==> src/rtl/sr_flipflop_pkg.sv <==
// rtl/sr_flipflop_pkg.sv - mode encodings and next-state rule for the flip-flop bank
package sr_flipflop_pkg;

  typedef enum logic [1:0] {
    MODE_SR = 2'b00,
    MODE_JK = 2'b01,
    MODE_D  = 2'b10,
    MODE_T  = 2'b11
  } mode_e;

  // SR "11" holds here; flagging the violation is the caller's job.
  function automatic logic ff_next(input mode_e mode, input logic s, input logic r,
                                   input logic q);
    logic nxt;
    nxt = q;
    unique case (mode)
      MODE_SR: begin
        if (s && !r)      nxt = 1'b1;
        else if (!s && r) nxt = 1'b0;
        else              nxt = q;
      end
      MODE_JK: begin
        unique case ({s, r})
          2'b10:   nxt = 1'b1;
          2'b01:   nxt = 1'b0;
          2'b11:   nxt = ~q;
          default: nxt = q;
        endcase
      end
      MODE_D:  nxt = s;
      MODE_T:  nxt = s ? ~q : q;
      default: nxt = q;
    endcase
    return nxt;
  endfunction

endpackage

==> src/rtl/ff_cell.sv <==
// rtl/ff_cell.sv - one flip-flop channel: next-state logic, q register, SR violation detect
module ff_cell
  import sr_flipflop_pkg::*;
#(
  parameter logic RESET_BIT = 1'b0
) (
  input  logic       clk,
  input  logic       rst_n,
  input  logic       en,
  input  logic [1:0] mode,
  input  logic       s,
  input  logic       r,
  output logic       q,
  output logic       viol
);

  logic q_q;
  logic q_d;

  always_comb begin
    q_d = q_q;
    if (en) q_d = ff_next(mode_e'(mode), s, r, q_q);
  end

  always_ff @(posedge clk or negedge rst_n) begin
    if (!rst_n) q_q <= RESET_BIT;
    else        q_q <= q_d;
  end

  assign viol = en && (mode == MODE_SR) && s && r;
  assign q    = q_q;

endmodule

==> src/rtl/sr_flipflop_bank.sv <==
// rtl/sr_flipflop_bank.sv - WIDTH-channel SR/JK/D/T bit bank with sticky violation flags
// Optional saturating violation counter enabled by SRFF_ERRCNT_EN.
module sr_flipflop_bank
  import sr_flipflop_pkg::*;
#(
  parameter int unsigned          WIDTH     = 4,
  parameter logic [WIDTH-1:0]     RESET_VAL = '0,
  parameter int unsigned          CNT_W     = 8
) (
  input  logic             clk,
  input  logic             rst_n,
  input  logic [WIDTH-1:0] en,
  input  logic [1:0]       mode,
  input  logic [WIDTH-1:0] s,
  input  logic [WIDTH-1:0] r,
  input  logic             clr_invalid,
  output logic [WIDTH-1:0] q,
  output logic [WIDTH-1:0] qbar,
`ifdef SRFF_ERRCNT_EN
  output logic [CNT_W-1:0] err_count,
`endif
  output logic [WIDTH-1:0] invalid
);

  logic [WIDTH-1:0] viol;
  logic [WIDTH-1:0] invalid_q;
  logic [WIDTH-1:0] invalid_d;
  logic             any_viol;

  for (genvar i = 0; i < WIDTH; i++) begin : g_cell
    ff_cell #(
      .RESET_BIT(RESET_VAL[i])
    ) u_cell (
      .clk  (clk),
      .rst_n(rst_n),
      .en   (en[i]),
      .mode (mode),
      .s    (s[i]),
      .r    (r[i]),
      .q    (q[i]),
      .viol (viol[i])
    );
  end

  assign any_viol = |viol;

  // A violation in the clearing cycle survives the clear.
  always_comb begin
    invalid_d = invalid_q | viol;
    if (clr_invalid) invalid_d = viol;
  end

  always_ff @(posedge clk or negedge rst_n) begin
    if (!rst_n) invalid_q <= '0;
    else        invalid_q <= invalid_d;
  end

`ifdef SRFF_ERRCNT_EN
  localparam logic [CNT_W-1:0] CNT_MAX = '1;

  logic [CNT_W-1:0] cnt_q;
  logic [CNT_W-1:0] cnt_d;

  always_comb begin
    cnt_d = cnt_q;
    if (clr_invalid)                       cnt_d = any_viol ? CNT_W'(1) : '0;
    else if (any_viol && cnt_q != CNT_MAX) cnt_d = cnt_q + CNT_W'(1);
  end

  always_ff @(posedge clk or negedge rst_n) begin
    if (!rst_n) cnt_q <= '0;
    else        cnt_q <= cnt_d;
  end

  assign err_count = cnt_q;
`else
  logic unused_any_viol;
  assign unused_any_viol = any_viol;
`endif

  assign invalid = invalid_q;
  assign qbar    = ~q;

endmodule

==> config.mk <==
export PLATFORM = sky130hd
export DESIGN_NAME = sr_flipflop_bank
export DESIGN_NICKNAME = d
export VERILOG_FILES = /design/src/rtl/sr_flipflop_pkg.sv /design/src/rtl/ff_cell.sv /design/src/rtl/sr_flipflop_bank.sv
export SDC_FILE = /design/constraint.sdc
export NUM_CORES = 1
export LEC_CHECK = 0
export CORE_MARGIN = 5
export CORE_UTILIZATION = 40
export DETAILED_ROUTE_END_ITERATION = 12
export HOLD_SLACK_MARGIN = 0.03
export PLACE_DENSITY = 0.81
export REMOVE_ABC_BUFFERS = 1
export SLEW_MARGIN = 20
export SYNTH_ARGS = -nofsm -noshare
export SYNTH_HDL_FRONTEND = slang
export SYNTH_SLANG_ARGS = --single-unit
export TNS_END_PERCENT = 30
==> constraint.sdc <==
create_clock -name clk -period 2.1 [get_ports clk]
set_input_delay 0.42 -clock clk [delete_from_list [all_inputs] [get_ports clk]]
set_output_delay 0.42 -clock clk [all_outputs]
set_load 0.02 [all_outputs]
# Yosys cells after proc, flatten, opt, wreduce, memory -nomap -nowiden
# Index checks and enable logic that the tools add are counted.
# Widths: inputs -> output; s select.
# totals
regBits,8
inputBits,17
# op_classes
n_eq_ne,27
muxes,21
bitwise,6
reduce_logical,33
# ops
cell,count
$eq 2x2->1 const B,10
$logic_and 1x1->1,20
$ne 4x1->1 const B,4
$pmux 1 s4,4
$reduce_and 4->1,4
$mux 1,12
$ne 3x1->1 const B,4
$pmux 1 s3,4
$eq 2x1->1 const B,5
$logic_not 1->1,8
$ne 2x2->1 const B,4
$mux 4,1
$not 1->1,4
$not 4->4,1
$or 4x4->4,1
$logic_not 2->1,1

# Logic depth before layout (Yosys ltp)
# Gate-level depths: netlist of run 1.
# depth
depth_word,6
depth_mapped,4

# By module
# Synthesis of run 1 repeated with hierarchy kept, for this count alone.
# unflattened
hier_cells,85
area_unflattened_um2,784.5
# by_module_without_submodules
mod,instances,cells_each,area_per_inst_um2,seq_area_each_um2
ff_cell,4,18,158.9,25.0
sr_flipflop_bank,1,13,148.9,100.1

# Least setup slack after synthesis of run 1
# No wires, ideal clock.
# synth_timing
path_kind,input-to-reg
startpoint,input mode[0]
endpoint,register g_cell[0].u_cell.q_q
arrival_ns,1.049
required_ns,1.974
path_slack_ns,0.925
cell_stages,4
n_path_buf,1
cell_sequence,buf_6 -> nor2_2 -> a32o_1 -> a221o_1
# synth_between
elab_chain_len,3
elab_cells_between_ends,9
classes_between,eq/ne (6); mux (1); reduce/logical (2)
# synth_lines
item,line,rtl
"start, declared",sr_flipflop_bank.sv:13,"input logic [1:0] mode,"
$eq 2x1->1 (tied with other cells),sr_flipflop_pkg.sv:16,unique case (mode)
$ne 4x1->1 (no line) (tied with other cells),n/a,
$reduce_and 4->1 (no line),n/a,
"end signal, assigned",ff_cell.sv:27,else q_q <= q_d;
"end, declared",ff_cell.sv:17,logic q_q;
# Several ways; a longest one is shown, not always the timed one.
# A chain may end at the register's enable or synchronous reset.

# Final worst setup path of run 1
# layout_timing
startpoint,register g_cell[2].u_cell.q_q
endpoint,output qbar[2]
# layout_between
elab_chain_len,1
# layout_lines
item,line,rtl
"start, declared",ff_cell.sv:17,
"start signal, assigned",ff_cell.sv:27,
$not 4->4,sr_flipflop_bank.sv:82,assign qbar = ~q;
"end, declared",sr_flipflop_bank.sv:18,"output logic [WIDTH-1:0] qbar,"
# Every way passes these cells.

==> results by group, run 1 <==
Status
  • Status: finished, final reports clean

GRT
  • Global-route wire length before repair: 2.27 mm
  • GR Util All Layers: 0.146
  • Initial antenna violation count: 0
  • Number of global-route vias before repair: 529
  • Largest net degree at the start of global routing: 10
  • GRT overflow: 0

Clock network
  • Cts hold-fix bufs: 0
  • CTS-repair resized insts: 0
  • CTS Buf Count: 3
  • Postcts setup bufs: 0
  • H-tree levels: 1
  • CTS tree: done
  • CTS Root Cell: clkbuf_4
  • Clock Path Buffers: 2
  • Sink Count: 8
  • Worst skew pair latency: 0.25 ns
  • Clock-pin slew on the worst setup and hold paths: 0.06 ns

Finish
  • Share of layout cells above drive strength 1: 0.0562
  • Syn-to-layout area delta: 49.5%
  • Most frequent cells in the layout: clkdlybuf4s50_1, inv_1, dfrtp_1
  • Nets: 108
  • Inserted Diodes: 0
  • Most common cell after layout, fill and taps aside: clkdlybuf4s50_1

Route
  • Vias: 550
  • DR pass1 iterations: 4
  • First-iteration detailed-routing DRC count: 5
  • Detail Route Antenna Nets: 0
  • Drc violations: 0
  • Vias/cell: 5.29
  • Routed wire per std cell: 13.0 µm
  • Detailed Route WL: 1.36 mm

Timing
  • Setup ws final: 0.300 ns
  • Fmax: 0.556 GHz
  • Final min period: 1.80 ns
  • Setup TNS: 0 ns
  • Pins Over Slew Limit: 0
  • Worst slew margin: 0.693
  • Clock Skew: 0 ns
  • Final hold vios: 0
  • Final Setup Violations: 0
  • Final period util: 0.857
  • Slew @ Worst Pin: 0.460 ns
  • RSZ-0062 raised after global routing: false

Placed design
  • Post-DP HPWL: 1.08 mm
  • Port Buf Inserts: 28
  • RD Place Congestion: 0.750
  • Place WS: 0.230 ns

Floorplanning
  • Ports: 29
  • Die width: 47.1 µm
  • Total die area: 2220 µm²
  • Core area: 1300 µm²
  • Std-Cell Rows: 13
  • Starting Density: 0.423
  • Die Y-Extent: 47.1 µm

Flow run
  • Max-cap viol count: 0

Power and ir drop
  • Power, Total: 0.573 mW
  • Lkg Pwr: 0.342 nW
  • Internal power: 0.374 mW
  • Reg power frac: 0.345
  • Max IR drop VDD: 0.373 mV
  • Switch share: 0.347
  • Clock Power Share: 0.212
  • Sw Pwr: 0.199 mW
  • Pwr Density: 696 nW/µm²
  • Combinational power share: 0.442

Logic synthesis
  • Dominant synthesized flop cell: dfrtp_1
  • Synthesized area: 551 µm²
  • Yosys Warn Count: 0
  • Ys async rst share: 1.00
  • Seq/Total Area, Yosys: 0.364
  • Gate Count Post-Synth: 64
  • Syn Area/Cell: 8.60 µm²
  • Synth cell types: 17
  • Post-synth EDFFs: 0
  • #FFs+latches synth: 8

Setup path
  • Critical path's slowest cell: clkdlybuf4s50_1
  • CP endpoint kind: primary output
  • Critical Path Fanout Max: 6
  • Worst EP required: 1.68 ns
  • Max stage delay on crit path: 0.60 ns
  • Worst Setup Start Kind: register
  • Top Family by Delay on Critical Path: buffers and inverters
  • Arrival @ worst endpoint: 1.38 ns
  • CP Buf/Inv Count: 2
  • Worst path cell trace: inv_1 -> clkdlybuf4s50_1
  • Class of the most critical setup path: register to primary output

Worst hold path
  • Hold WC Path Type: input pin to async pin
-- power by group through the flow --
stage | sequential, mW | clock (mW) | combinational (mW)
floorplan | 0.222 | 0 | 0.0952
global placement | 0.200 | 0 | 0.252
detailed placement | 0.201 | 0 | 0.256
CTS | 0.198 | 0.127 | 0.256
global route | 0.202 | 0.135 | 0.273
finish | 0.198 | 0.122 | 0.254
-- synthesized netlist by cell type (2+ instances only) --
cell / n / area [µm²]
inv_1: 10 / 37.5
o21ai_0: 7 / 35.0
nand3b_1: 4 / 30.0
dfrtp_1: 8 / 200
nand2_1: 2 / 7.51
nand2b_1: 6 / 37.5
nand4_1: 4 / 25.0
a21oi_1: 5 / 25.0
o22ai_1: 4 / 25.0
a221o_1: 3 / 30.0
buf_4: 5 / 37.5
-- final timing paths --
check	startpoint	endpoint	slack [ns]	cells after the start
setup / recovery	g_cell[2].u_cell.q	qbar[2]	0.30	2
hold / removal	rst_n	g_cell[0].u_cell.q	0.45	1
setup reg to reg	g_cell[3].u_cell.q	g_cell[3].u_cell.q	1.04	3
hold reg to reg	invalid[1]	invalid[1]	0.52	2
max in group asynchronous	rst_n	invalid[2]	1.38	1
min in group clk	invalid[1]	invalid[1]	0.52	2
-- per-layer routing --
metal  vias to the layer above  part of all wire  track usage
met5                         -                 0            0
met4                         0             0.028       0.0994
met3                         4             0.078       0.0153
met2                        22              0.45        0.233
met1                       248              0.44        0.183
li1                        276                 -            -
-- stage by stage --
stage	hold slack [ns]	area [µm²]	util	cells
after floorplan	0.124	502	-	58
after global routing	0.486	823	0.633	104
after detailed placement	0.514	801	0.615	101
final	0.451	823	0.633	104
after CTS	0.456	823	0.633	104
after global placement	0.508	801	0.615	101
-- area by class of cell --
type	instances	area [µm²]
sequential	8	200
multi-input combinational	40	264
fill	130	478
timing repair buffer	28	280
inverter	10	37.5
clock buffer	3	22.5
tap	15	18.8
-- registers in the layout, summed over array words and instances, names as in the netlist --
signal           flops
g_cell.u_cell.q      4
invalid              4
-- worst register-to-register path: cells and delay by family, from the launching register on --
| kind | cells | cell delay (ns) |
|---|---|---|
| AO/OA/AOI/OAI | 2 | 0.43 |
| flip-flops | 1 | 0.40 |
| AND/OR/NAND/NOR | 1 | 0.12 |
-- cells by family after synthesis --
| logic type | after synthesis | synth area share |
|---|---|---|
| buffers and inverters | 16 | 0.157 |
| AOI/OAI and AO/OA | 21 | 0.243 |
| DFF | 8 | 0.364 |
| and+or+nand+nor | 19 | 0.236 |
Power figures use the tool's default switching activity.
==> inputs of run 2 (changes only) <==
- SLEW_MARGIN: 20 -> not set
- TNS_END_PERCENT: 30 -> 50
==> results of run 2 <==
No change in the layout: final DEF, timing and power equal those of run 1.
==> inputs of run 3 (changes only) <==
- CORE_MARGIN: 5 -> not set
==> results by group, run 3 (synthesis results as in run 1) <==
Worst hold path
  • Hold WC Path Type: input pin to async pin

Timing
  • Pins Over Slew Limit: 0
  • RSZ-0062 raised after global routing: false
  • Setup ws final: 0.317 ns
  • Slew @ Worst Pin: 0.509 ns
  • Final Setup Violations: 0
  • Setup TNS: 0 ns
  • Final hold vios: 0
  • Fmax: 0.561 GHz
  • Worst slew margin: 0.660
  • Hold WS: 0.440 ns
  • Final period util: 0.849
  • Clock Skew: 0 ns
  • Final min period: 1.78 ns

Setup path
  • R2R depth: 3
  • Worst EP required: 1.68 ns
  • CP endpoint kind: primary output
  • Cell count along the critical path: 2
  • Critical path's slowest cell: clkdlybuf4s50_1
  • CP Buf/Inv Count: 2
  • Worst Setup Start Kind: register
  • Worst path cell trace: inv_1 -> clkdlybuf4s50_1
  • Critical Path Fanout Max: 6
  • Class of the most critical setup path: register to primary output
  • Top Family by Delay on Critical Path: buffers and inverters
  • Arrival @ worst endpoint: 1.36 ns
  • Max stage delay on crit path: 0.60 ns

Finish
  • Seq. cell area: 200 µm²
  • Inserted Diodes: 0
  • Fillers: 123
  • Post-route core utilization: 0.641
  • Design area: 823 µm²
  • Layout Cells excl Fill: 104
  • Share of layout cells above drive strength 1: 0.0562
  • Most frequent cells in the layout: clkdlybuf4s50_1, inv_1, dfrtp_1
  • Most common cell after layout, fill and taps aside: clkdlybuf4s50_1
  • Multi-input logic area: 264 µm²
  • Nets: 108
  • Syn-to-layout area delta: 49.5%

Power and ir drop
  • Pwr Density: 682 nW/µm²
  • Max IR drop VDD: 0.387 mV
  • Lkg Pwr: 0.342 nW
  • Power, Total: 0.562 mW

Route
  • DR pass1 iterations: 4
  • Routed wire per std cell: 12.7 µm
  • Vias: 555
  • Detailed Route WL: 1.32 mm
  • First-iteration detailed-routing DRC count: 7
  • Vias/cell: 5.34
  • Drc violations: 0
  • Detail Route Antenna Nets: 0

Clock network
  • CTS tree: done
  • Postcts setup bufs: 0
  • CTS Root Cell: clkbuf_4
  • Worst skew pair latency: 0.24 ns
  • CTS-repair resized insts: 0
  • Clock Path Buffers: 2
  • H-tree levels: 1
  • CTS Buf Count: 3
  • Cts hold-fix bufs: 0
  • Sink Count: 8
  • Clock-pin slew on the worst setup and hold paths: 0.05 ns

Floorplanning
  • Core area: 1280 µm²
  • Die width: 39.1 µm
  • Die Y-Extent: 39.1 µm
  • Std-Cell Rows: 13
  • Total die area: 1530 µm²
  • Ports: 29
  • Starting Density: 0.428

Placed design
  • RD Place Congestion: 0.692
  • Dpl cells: 101
  • Post-DP HPWL: 994 µm
  • Area after DPL: 801 µm²
  • Place WS: 0.204 ns
  • Port Buf Inserts: 28

Flow run
  • Max-cap viol count: 0

GRT
  • Initial antenna violation count: 0
  • Largest net degree at the start of global routing: 10
  • GR Util All Layers: 0.198
  • Number of global-route vias before repair: 465
  • GRT overflow: 0
  • Global-route wire length before repair: 1.89 mm

Status
  • Status: finished, final reports clean
run 3: cell counts in the layout (fill, tap and decap cells not counted):
No cell type changed its count.
run 3: worst reg2reg max path, delay by kind of cell (launching register included):
family,cells,cell delay [ns]
DFF,1,0.39
and+or+nand+nor,1,0.12
AOI/OAI and AO/OA,2,0.45
run 3: final timing paths:
path | to | slack, ns | from
max | qbar[2] | 0.32 | g_cell[2].u_cell.q
min | invalid[0] | 0.44 | rst_n
max reg2reg | g_cell[3].u_cell.q | 1.02 | g_cell[3].u_cell.q
min reg2reg | invalid[1] | 0.53 | invalid[1]
max in group asynchronous | g_cell[1].u_cell.q | 1.42 | rst_n
min in group clk | invalid[1] | 0.53 | invalid[1]
run 3: layer usage:
layer,up-vias,part of all wire,routed length [µm],global-route usage
met2,19,0.47,619,0.333
met1,257,0.47,614,0.205
li1,277,-,-,-
met3,2,0.048,63,0.0520
met5,-,0,0,0
met4,0,0.014,19,0.155
run 3: power by group:
| part | switching (mW) | leakage, nW | internal, mW | total (mW) |
|---|---|---|---|---|
| Sequential | 0.0231 | 0.100 | 0.175 | 0.198 |
| Clock | 0.0451 | 0.0138 | 0.0649 | 0.110 |
| Combinational | 0.119 | 0.228 | 0.134 | 0.253 |
run 3: cell type report:
class | instances | area share
Inverter | 10 | 0.0456
Clock buffer | 3 | 0.0274
Sequential cell | 8 | 0.243
Tap cell | 15 | 0.0228
Multi-Input combinational cell | 40 | 0.321
Timing Repair Buffer | 28 | 0.340
